**src/rtl/antares_muldiv_unit.sv**
```systemverilog
// HI/LO execution unit for the Antares EX stage: pipelined multiply/accumulate,
// iterative restoring divide and HI/LO moves, with busy/stall handshake.
//
// div state | meaning
// ----------+--------------------------------------------------------------
// IDLE      | no divide in flight
// RUN       | W iterations, one quotient bit per cycle on magnitudes
// FIX       | apply sign correction, write {remainder, quotient} to HILO
module antares_muldiv_unit #(
  parameter int DATA_WIDTH   = 32,
  parameter int MULT_LATENCY = 2,
  parameter int ENABLE_MULT  = 1,
  parameter int ENABLE_DIV   = 1
) (
  input  logic                  clk,
  input  logic                  rst,
  input  logic                  op_valid,
  input  logic [3:0]            op_code,
  input  logic [DATA_WIDTH-1:0] op_a,
  input  logic [DATA_WIDTH-1:0] op_b,
  input  logic                  ex_stall,
  input  logic                  ex_flush,
  output logic                  request_stall,
  output logic                  busy,
  output logic                  done,
  output logic [DATA_WIDTH-1:0] result,
  output logic [DATA_WIDTH-1:0] hi,
  output logic [DATA_WIDTH-1:0] lo
);

  localparam int W  = DATA_WIDTH;
  localparam int L  = MULT_LATENCY;
  localparam int CW = $clog2(W);

  localparam logic [3:0] OP_MULT  = 4'd1;
  localparam logic [3:0] OP_MULTU = 4'd2;
  localparam logic [3:0] OP_MADD  = 4'd3;
  localparam logic [3:0] OP_MADDU = 4'd4;
  localparam logic [3:0] OP_MSUB  = 4'd5;
  localparam logic [3:0] OP_MSUBU = 4'd6;
  localparam logic [3:0] OP_DIV   = 4'd7;
  localparam logic [3:0] OP_DIVU  = 4'd8;
  localparam logic [3:0] OP_MTHI  = 4'd9;
  localparam logic [3:0] OP_MTLO  = 4'd10;
  localparam logic [3:0] OP_MFHI  = 4'd11;
  localparam logic [3:0] OP_MFLO  = 4'd12;

  localparam logic [1:0] KIND_SET = 2'd0;
  localparam logic [1:0] KIND_ADD = 2'd1;
  localparam logic [1:0] KIND_SUB = 2'd2;

  localparam logic [1:0] DIV_IDLE = 2'd0;
  localparam logic [1:0] DIV_RUN  = 2'd1;
  localparam logic [1:0] DIV_FIX  = 2'd2;

  localparam logic [CW-1:0] CNT_LAST = CW'(W - 1);
  localparam logic [CW-1:0] CNT_ONE  = CW'(1);

  logic [2*W-1:0] hilo;

  logic           is_hilo_op;
  logic           accept;
  logic           mul_op;
  logic           mul_signed;
  logic [1:0]     mul_kind;
  logic           div_op;
  logic           div_signed;
  logic           mul_issue;
  logic           div_issue;

  logic [2*W-1:0] mul_a_ext;
  logic [2*W-1:0] mul_b_ext;
  logic [2*W-1:0] mul_prod;

  logic [L-1:0]   mul_vld_q;
  logic [2*W-1:0] mul_prod_q [L];
  logic [1:0]     mul_kind_q [L];
  logic           mul_commit;

  logic [1:0]     div_state;
  logic [CW-1:0]  div_cnt;
  logic [W-1:0]   div_quo;
  logic [W-1:0]   div_rem;
  logic [W-1:0]   div_dvs;
  logic           div_qneg;
  logic           div_rneg;
  logic [W-1:0]   div_a_mag;
  logic [W-1:0]   div_b_mag;
  logic [W:0]     div_shift;
  logic [W:0]     div_diff;
  logic [W-1:0]   div_q_fix;
  logic [W-1:0]   div_r_fix;
  logic           div_commit;

  always_comb begin
    is_hilo_op = (op_code >= OP_MULT) && (op_code <= OP_MFLO);
    mul_op     = (ENABLE_MULT != 0) && (op_code >= OP_MULT) && (op_code <= OP_MSUBU);
    mul_signed = (op_code == OP_MULT) || (op_code == OP_MADD) || (op_code == OP_MSUB);
    div_op     = (ENABLE_DIV != 0) && ((op_code == OP_DIV) || (op_code == OP_DIVU));
    div_signed = (op_code == OP_DIV);
    mul_kind   = KIND_SET;
    if ((op_code == OP_MADD) || (op_code == OP_MADDU)) mul_kind = KIND_ADD;
    if ((op_code == OP_MSUB) || (op_code == OP_MSUBU)) mul_kind = KIND_SUB;
  end

  assign accept        = op_valid & is_hilo_op & ~ex_stall & ~ex_flush & ~busy;
  assign request_stall = op_valid & is_hilo_op & busy;
  assign mul_issue     = accept & mul_op;
  // A zero divisor is swallowed at issue: no busy, no done, HILO untouched.
  assign div_issue     = accept & div_op & (op_b != '0);

  // Truncated 2W-bit product of extended operands is the correct signed/unsigned result.
  assign mul_a_ext = mul_signed ? {{W{op_a[W-1]}}, op_a} : {{W{1'b0}}, op_a};
  assign mul_b_ext = mul_signed ? {{W{op_b[W-1]}}, op_b} : {{W{1'b0}}, op_b};
  assign mul_prod  = mul_a_ext * mul_b_ext;

  always_ff @(posedge clk) begin
    if (rst) begin
      mul_vld_q <= '0;
    end else begin
      mul_vld_q[0] <= mul_issue;
      for (int k = 1; k < L; k++) mul_vld_q[k] <= mul_vld_q[k-1];
    end
  end

  always_ff @(posedge clk) begin
    mul_prod_q[0] <= mul_prod;
    mul_kind_q[0] <= mul_kind;
    for (int k = 1; k < L; k++) begin
      mul_prod_q[k] <= mul_prod_q[k-1];
      mul_kind_q[k] <= mul_kind_q[k-1];
    end
  end

  assign mul_commit = mul_vld_q[L-1];

  assign div_a_mag  = (div_signed && op_a[W-1]) ? -op_a : op_a;
  assign div_b_mag  = (div_signed && op_b[W-1]) ? -op_b : op_b;
  assign div_shift  = {div_rem, div_quo[W-1]};
  assign div_diff   = div_shift - {1'b0, div_dvs};
  assign div_q_fix  = div_qneg ? -div_quo : div_quo;
  assign div_r_fix  = div_rneg ? -div_rem : div_rem;
  assign div_commit = (div_state == DIV_FIX);

  always_ff @(posedge clk) begin
    if (rst) begin
      div_state <= DIV_IDLE;
    end else begin
      case (div_state)
        DIV_IDLE: if (div_issue) div_state <= DIV_RUN;
        DIV_RUN:  if (div_cnt == '0) div_state <= DIV_FIX;
        DIV_FIX:  div_state <= DIV_IDLE;
        default:  div_state <= DIV_IDLE;
      endcase
    end
  end

  always_ff @(posedge clk) begin
    if ((div_state == DIV_IDLE) && div_issue) begin
      div_quo  <= div_a_mag;
      div_rem  <= '0;
      div_dvs  <= div_b_mag;
      div_cnt  <= CNT_LAST;
      div_qneg <= div_signed & (op_a[W-1] ^ op_b[W-1]);
      div_rneg <= div_signed & op_a[W-1];
    end else if (div_state == DIV_RUN) begin
      div_cnt <= div_cnt - CNT_ONE;
      if (!div_diff[W]) begin
        div_rem <= div_diff[W-1:0];
        div_quo <= {div_quo[W-2:0], 1'b1};
      end else begin
        div_rem <= div_shift[W-1:0];
        div_quo <= {div_quo[W-2:0], 1'b0};
      end
    end
  end

  // Accumulates read HILO only at commit, so back-to-back MADD/MSUB chains see fresh data.
  always_ff @(posedge clk) begin
    if (rst) begin
      hilo <= '0;
      done <= 1'b0;
    end else begin
      done <= mul_commit | div_commit;
      if (mul_commit) begin
        case (mul_kind_q[L-1])
          KIND_ADD: hilo <= hilo + mul_prod_q[L-1];
          KIND_SUB: hilo <= hilo - mul_prod_q[L-1];
          default:  hilo <= mul_prod_q[L-1];
        endcase
      end else if (div_commit) begin
        hilo <= {div_r_fix, div_q_fix};
      end else if (accept && (op_code == OP_MTHI)) begin
        hilo[2*W-1:W] <= op_a;
      end else if (accept && (op_code == OP_MTLO)) begin
        hilo[W-1:0] <= op_a;
      end
    end
  end

  assign busy = (|mul_vld_q) | (div_state != DIV_IDLE);
  assign hi   = hilo[2*W-1:W];
  assign lo   = hilo[W-1:0];

  always_comb begin
    result = '0;
    if (op_code == OP_MFHI) result = hi;
    if (op_code == OP_MFLO) result = lo;
  end

endmodule

```
**config.mk**
```make
export PLATFORM = sky130hd
export DESIGN_NAME = antares_muldiv_unit
export DESIGN_NICKNAME = d
export VERILOG_FILES = /design/src/rtl/antares_muldiv_unit.sv
export SDC_FILE = /design/constraint.sdc
export NUM_CORES = 2
export LEC_CHECK = 0
export CAP_MARGIN = 5
export CORE_MARGIN = 2
export CORE_UTILIZATION = 42
export CTS_BUF_LIST = sky130_fd_sc_hd__clkbuf_8
export CTS_CLUSTER_SIZE = 30
export DETAILED_ROUTE_END_ITERATION = 12
export HOLD_SLACK_MARGIN = 0.12
export PLACE_DENSITY = 0.54
export SYNTH_ARGS = -nofsm -noshare
export SYNTH_HDL_FRONTEND = slang
export SYNTH_SLANG_ARGS = --single-unit
```
**constraint.sdc**
```tcl
create_clock -name clk -period 28.9 [get_ports clk]
set_input_delay 5.78 -clock clk [delete_from_list [all_inputs] [get_ports clk]]
set_output_delay 5.78 -clock clk [all_outputs]
set_load 0.1 [all_outputs]
```
After elaboration in Yosys (flattened, before gate mapping)
Memories as Yosys holds them, arrays and structs flattened.
Index checks and enable logic that the tools add are counted.

word-level totals
  output and inout bits = 99
  bits in writable memories = 132
  bits of input ports = 73
  memories kept = 2
  logic and storage cells = 104
  register bits = 172

memories
  memory      depth  bits a word  rd ports  clocked after Yosys merged registers in  write ports  RTL line  source
  mul_prod_q  2      64           2         0                                        2            76        logic [2*W-1:0] mul_prod_q [L];
  mul_kind_q  2      2            2         0                                        2            77        logic [1:0] mul_kind_q [L];

cells by class
  add/subtract/negate cells = 8
  magnitude comparators = 3
  $mul = 1
  reductions and logical operators = 22
  mux-type cells = 23
  equality and inequality tests = 18
  bitwise gates (word level) = 16

operators with widths
  kind                   number
  $mux W32               12
  $mux W64               4
  $neg A32 Y32           4
  $pmux W64 S2           1
  $add A64 B64 Y64       1
  $mul A64 B64 Y64       1
  $sub A64 B64 Y64       1
  $sub A33 B32 Y33       1
  $reduce_bool A32 Y1    1
  $eq A4 B4 Y1 const B   5
  $eq A4 B3 Y1 const B   4
  $and A1 B1 Y1          10
  $logic_and A1 B1 Y1    7
  $mux W2                3
  $reduce_bool A3 Y1     2
  $logic_not A5 Y1       1
  $logic_or A1 B1 Y1     5
  $sub A5 B1 Y5 const B  1
  $eq A2 B1 Y1 const B   2
  $eq A2 B2 Y1 const B   2
  $eq A4 B1 Y1 const B   1
  $eq A4 B2 Y1 const B   1
  $ge A4 B1 Y1 const B   1
  $le A4 B3 Y1 const B   1
  12 further kinds       19

Depth between registers and ports, before layout
  word-level depth = 11
  gate-level depth with buffers = 37
  mapped depth without buffers = 33

Worst setup path before layout
Ideal clock, no wire load.

  kind = input to register
  start point = input op_code[0]
  end point = memory mul_prod_q[0][62] (netlist bit)
  slack = 13,837 ps
  path buffers = 3
  cell stages on the path = 31
  data arrival time = 14,991 ps
  required time = 28,828 ps
  library setup time = 72 ps
  cell sequence = clkbuf_1 > nor2b_1 > and3_1 > clkbuf_1 > clkbuf_1 > nand2_1 > fa_1 > inv_1 > fa_1 > fa_1 > inv_1 > fa_1 > fa_1 > inv_1 > fa_1 > fa_1 > fa_1 > fa_1 > fa_1 > ha_1 > a21oi_1 > o21ai_0 > nor2b_1 > a221oi_1 > a21oi_1 > a31oi_1 > o211ai_1 > and4_1 > or2_1 > a311oi_1 > xnor2_1

RTL lines
  item                RTL line  source
  start: declaration  18        input logic [3:0] op_code,
  end: declaration    76

==> flow_metrics.tcl <==
set metrics [dict create \
    status "finished, final reports clean" \
    synthArstFlopShare 0 \
    avgSynthCellArea_um2 8.92 \
    grt_setup_unrepaired "false" \
    met2_length_mm 108 \
    cp-start-kind "primary input" \
    holdBufCountCts 0 \
    end_kind "register" \
    drt_iter0_drc 3401 \
    min_period_ns 15.97 \
    setup_viol_count_final 0 \
    syn_nets 9479 \
    skew_ns 0.0674 \
    grt.overflow.total 0 \
    drc 0 \
    synth_edf_count 66 \
    synth-seq-cells 304 \
    clk-insertion-delay-late_ns 0.71 \
    first_global_vias 55000 \
    wl_met3_mm 10.9 \
    ys.flop_type "dfxtp_1" \
    top_layer "met5" \
    fillCellCount 15900 \
    hold_violations 0 \
    die_w_um 405 \
    yosysSeqAreaShare 0.0999 \
    arrival_ns 16.56 \
    critical_path.max_fanout 31 \
    ant_nets 0 \
    postCtsSetupBuffers 0 \
    antenna_found_initial 16 \
    postSynthCellCount 7570 \
    post_cts_resized 0 \
    rows 147 \
    slowest_delay_ns 0.84 \
    mostFrequentLayoutCell "inv_1" \
    drv_cap 0 \
    start_util 0.422 \
    clock_tree.root_cell "clkbuf_8" \
    cts_tree "built" \
    area_growth_pct 6.83 \
    post_route_cells_drive_above_1_share 0.0366 \
    cts_buffers 54 \
    wl_mm 222 \
    relSlewSlack 0.201 \
    r2r_start "mul_prod_q[0][76]" \
    clk_path_buf_depth 3 \
    timing.setup.tns_ns 0 \
    htreeDepth 2 \
    hold_start "mul_prod_q[0][39]" \
    portBuffers 171 \
    slew_violations 0 \
    layout_common_cells "inv_1, fa_1, nand2_1" \
    min_path_type "reg -> reg" \
    gp_congestion 0.946 \
    min_period_over_period 0.553 \
    critPathKind "in -> reg" \
    multiInputGateArea_um2 53100 \
    routedWlPerCell_um 22.9 \
    slowest_stage "fa_1" \
    seq_area_um2 6750 \
    fin_nets 9400 \
    crit_start "op_code[1]" \
    track_usage 0.277 \
    io_pins 172 \
    syn_area_um2 67600 \
    dp_hpwl_mm 178 \
    first_pass_iters 6 \
    drt-met1-wl_mm 95.8 \
    clkTransAtPathRegs_ns 0.06 \
    synthDistinctLibCells 94 \
    vias 51100 \
    crit_required_ns 29.50 \
    tightest_slew_ns 1.20 \
    clkSinkCount 304 \
    fmax_ghz 0.0626 \
    grt_max_degree 89 \
    timing.hold.ws_ns 0.316 \
    cp_common_cell "fa_1" \
    dieArea_um2 164000 \
    coreArea_um2 160000 \
    dieHeight_um 405 \
    grt_pass1_wl_mm 342 \
    viasPerCell 5.26 \
    ys_warn_count 0 \
]
-- critical path: cells and delay by family --
kind                       cells  cell delay, ns
and+or+nand+nor                7            1.41
adders and majority gates     11            6.11
buffers and inverters          9            1.77
xor gates and xnor gates       1            0.15
AOI/OAI and AO/OA              5            1.21
-- sequential cells by signal, indices dropped and copies added (netlist names) --
signal / flops
div_qneg: 1
mul_kind_q: 4
hilo: 64
div_rneg: 1
div_dvs: 32
div_quo: 32
div_cnt: 5
div_rem: 32
mul_prod_q: 128
mul_vld_q: 2
done: 1
div_state: 2
-- metrics by stage --
step | setup WS (ns) | area, um^2 | std cells | utilization
2_1_floorplan | 13.84 | 67600 | 7570 | -
3_3_place_gp | 12.29 | 71000 | 9593 | 0.443
3_5_place_dp | 12.30 | 71000 | 9593 | 0.443
4_1_cts | 13.03 | 72100 | 9692 | 0.450
5_1_grt | 12.52 | 72100 | 9695 | 0.450
6_report | 12.93 | 72200 | 9702 | 0.450
-- synthesized netlist by cell type, types with 18 or more instances --
cell type / number / area, um^2
a211oi_1: 75 / 563
o21a_1: 18 / 135
and2_1: 374 / 2340
dfxtp_1: 238 / 4760
buf_1: 54 / 203
nor2b_1: 29 / 181
o31ai_1: 34 / 255
and3_1: 25 / 156
a22o_1: 34 / 298
a221oi_1: 19 / 166
nand4_1: 31 / 194
a21oi_1: 244 / 1220
xor2_1: 142 / 1240
o21bai_1: 29 / 218
xnor2_1: 245 / 2150
edfxtp_1: 66 / 1980
fa_1: 1418 / 28400
o211ai_1: 34 / 255
nor3_1: 79 / 395
nand3_1: 31 / 155
mux2i_1: 40 / 400
inv_1: 1659 / 6230
a21o_1: 126 / 946
nand2b_1: 31 / 194
o41ai_1: 19 / 166
ha_1: 418 / 5230
o21ai_0: 186 / 931
nor4_1: 22 / 138
nor2_1: 272 / 1020
a31oi_1: 30 / 188
clkbuf_1: 337 / 1260
nand2_1: 997 / 3740
-- final timing paths --
check,slack (ns),to,depth (start not counted)
min,0.32,mul_prod_q[0][103],0
max reg2reg,22.56,hilo[63],17
min reg2reg,0.32,mul_prod_q[0][103],0
max,12.93,mul_prod_q[0][62],33
-- routing by layer --
metal,vias up,GRT usage
li1,22900,-
met1,26500,0.368
met2,1365,0.485
met3,269,0.0238
met4,8,0.0763
met5,-,0
-- final cells by class --
cell class | instances | area share
clock inverter | 33 | 0.00317
tap | 2160 | 0.0374
antenna | 8 | 0.000277
inverter | 1660 | 0.0863
multi-input combinational | 5202 | 0.735
timing repair buffer | 269 | 0.0315
clock buffer | 66 | 0.0126
sequential | 304 | 0.0935
-- cells by family (layout without fill, tap and decap cells) --
logic type,count (synthesis),in the layout,synth area share
AO/OA/AOI/OAI,964,964,0.0948
XOR/XNOR,387,387,0.0502
adder cells (fa/ha/maj),1838,1838,0.498
buffers and inverters,2064,2028,0.115
flip-flops,304,304,0.0999
multiplexers,43,43,0.00643
other,0,8,0
AND/OR/NAND/NOR,1970,1970,0.135
Power is not shown: default switching activity piles up to over one toggle a cycle in this logic, so the estimate is an artifact.
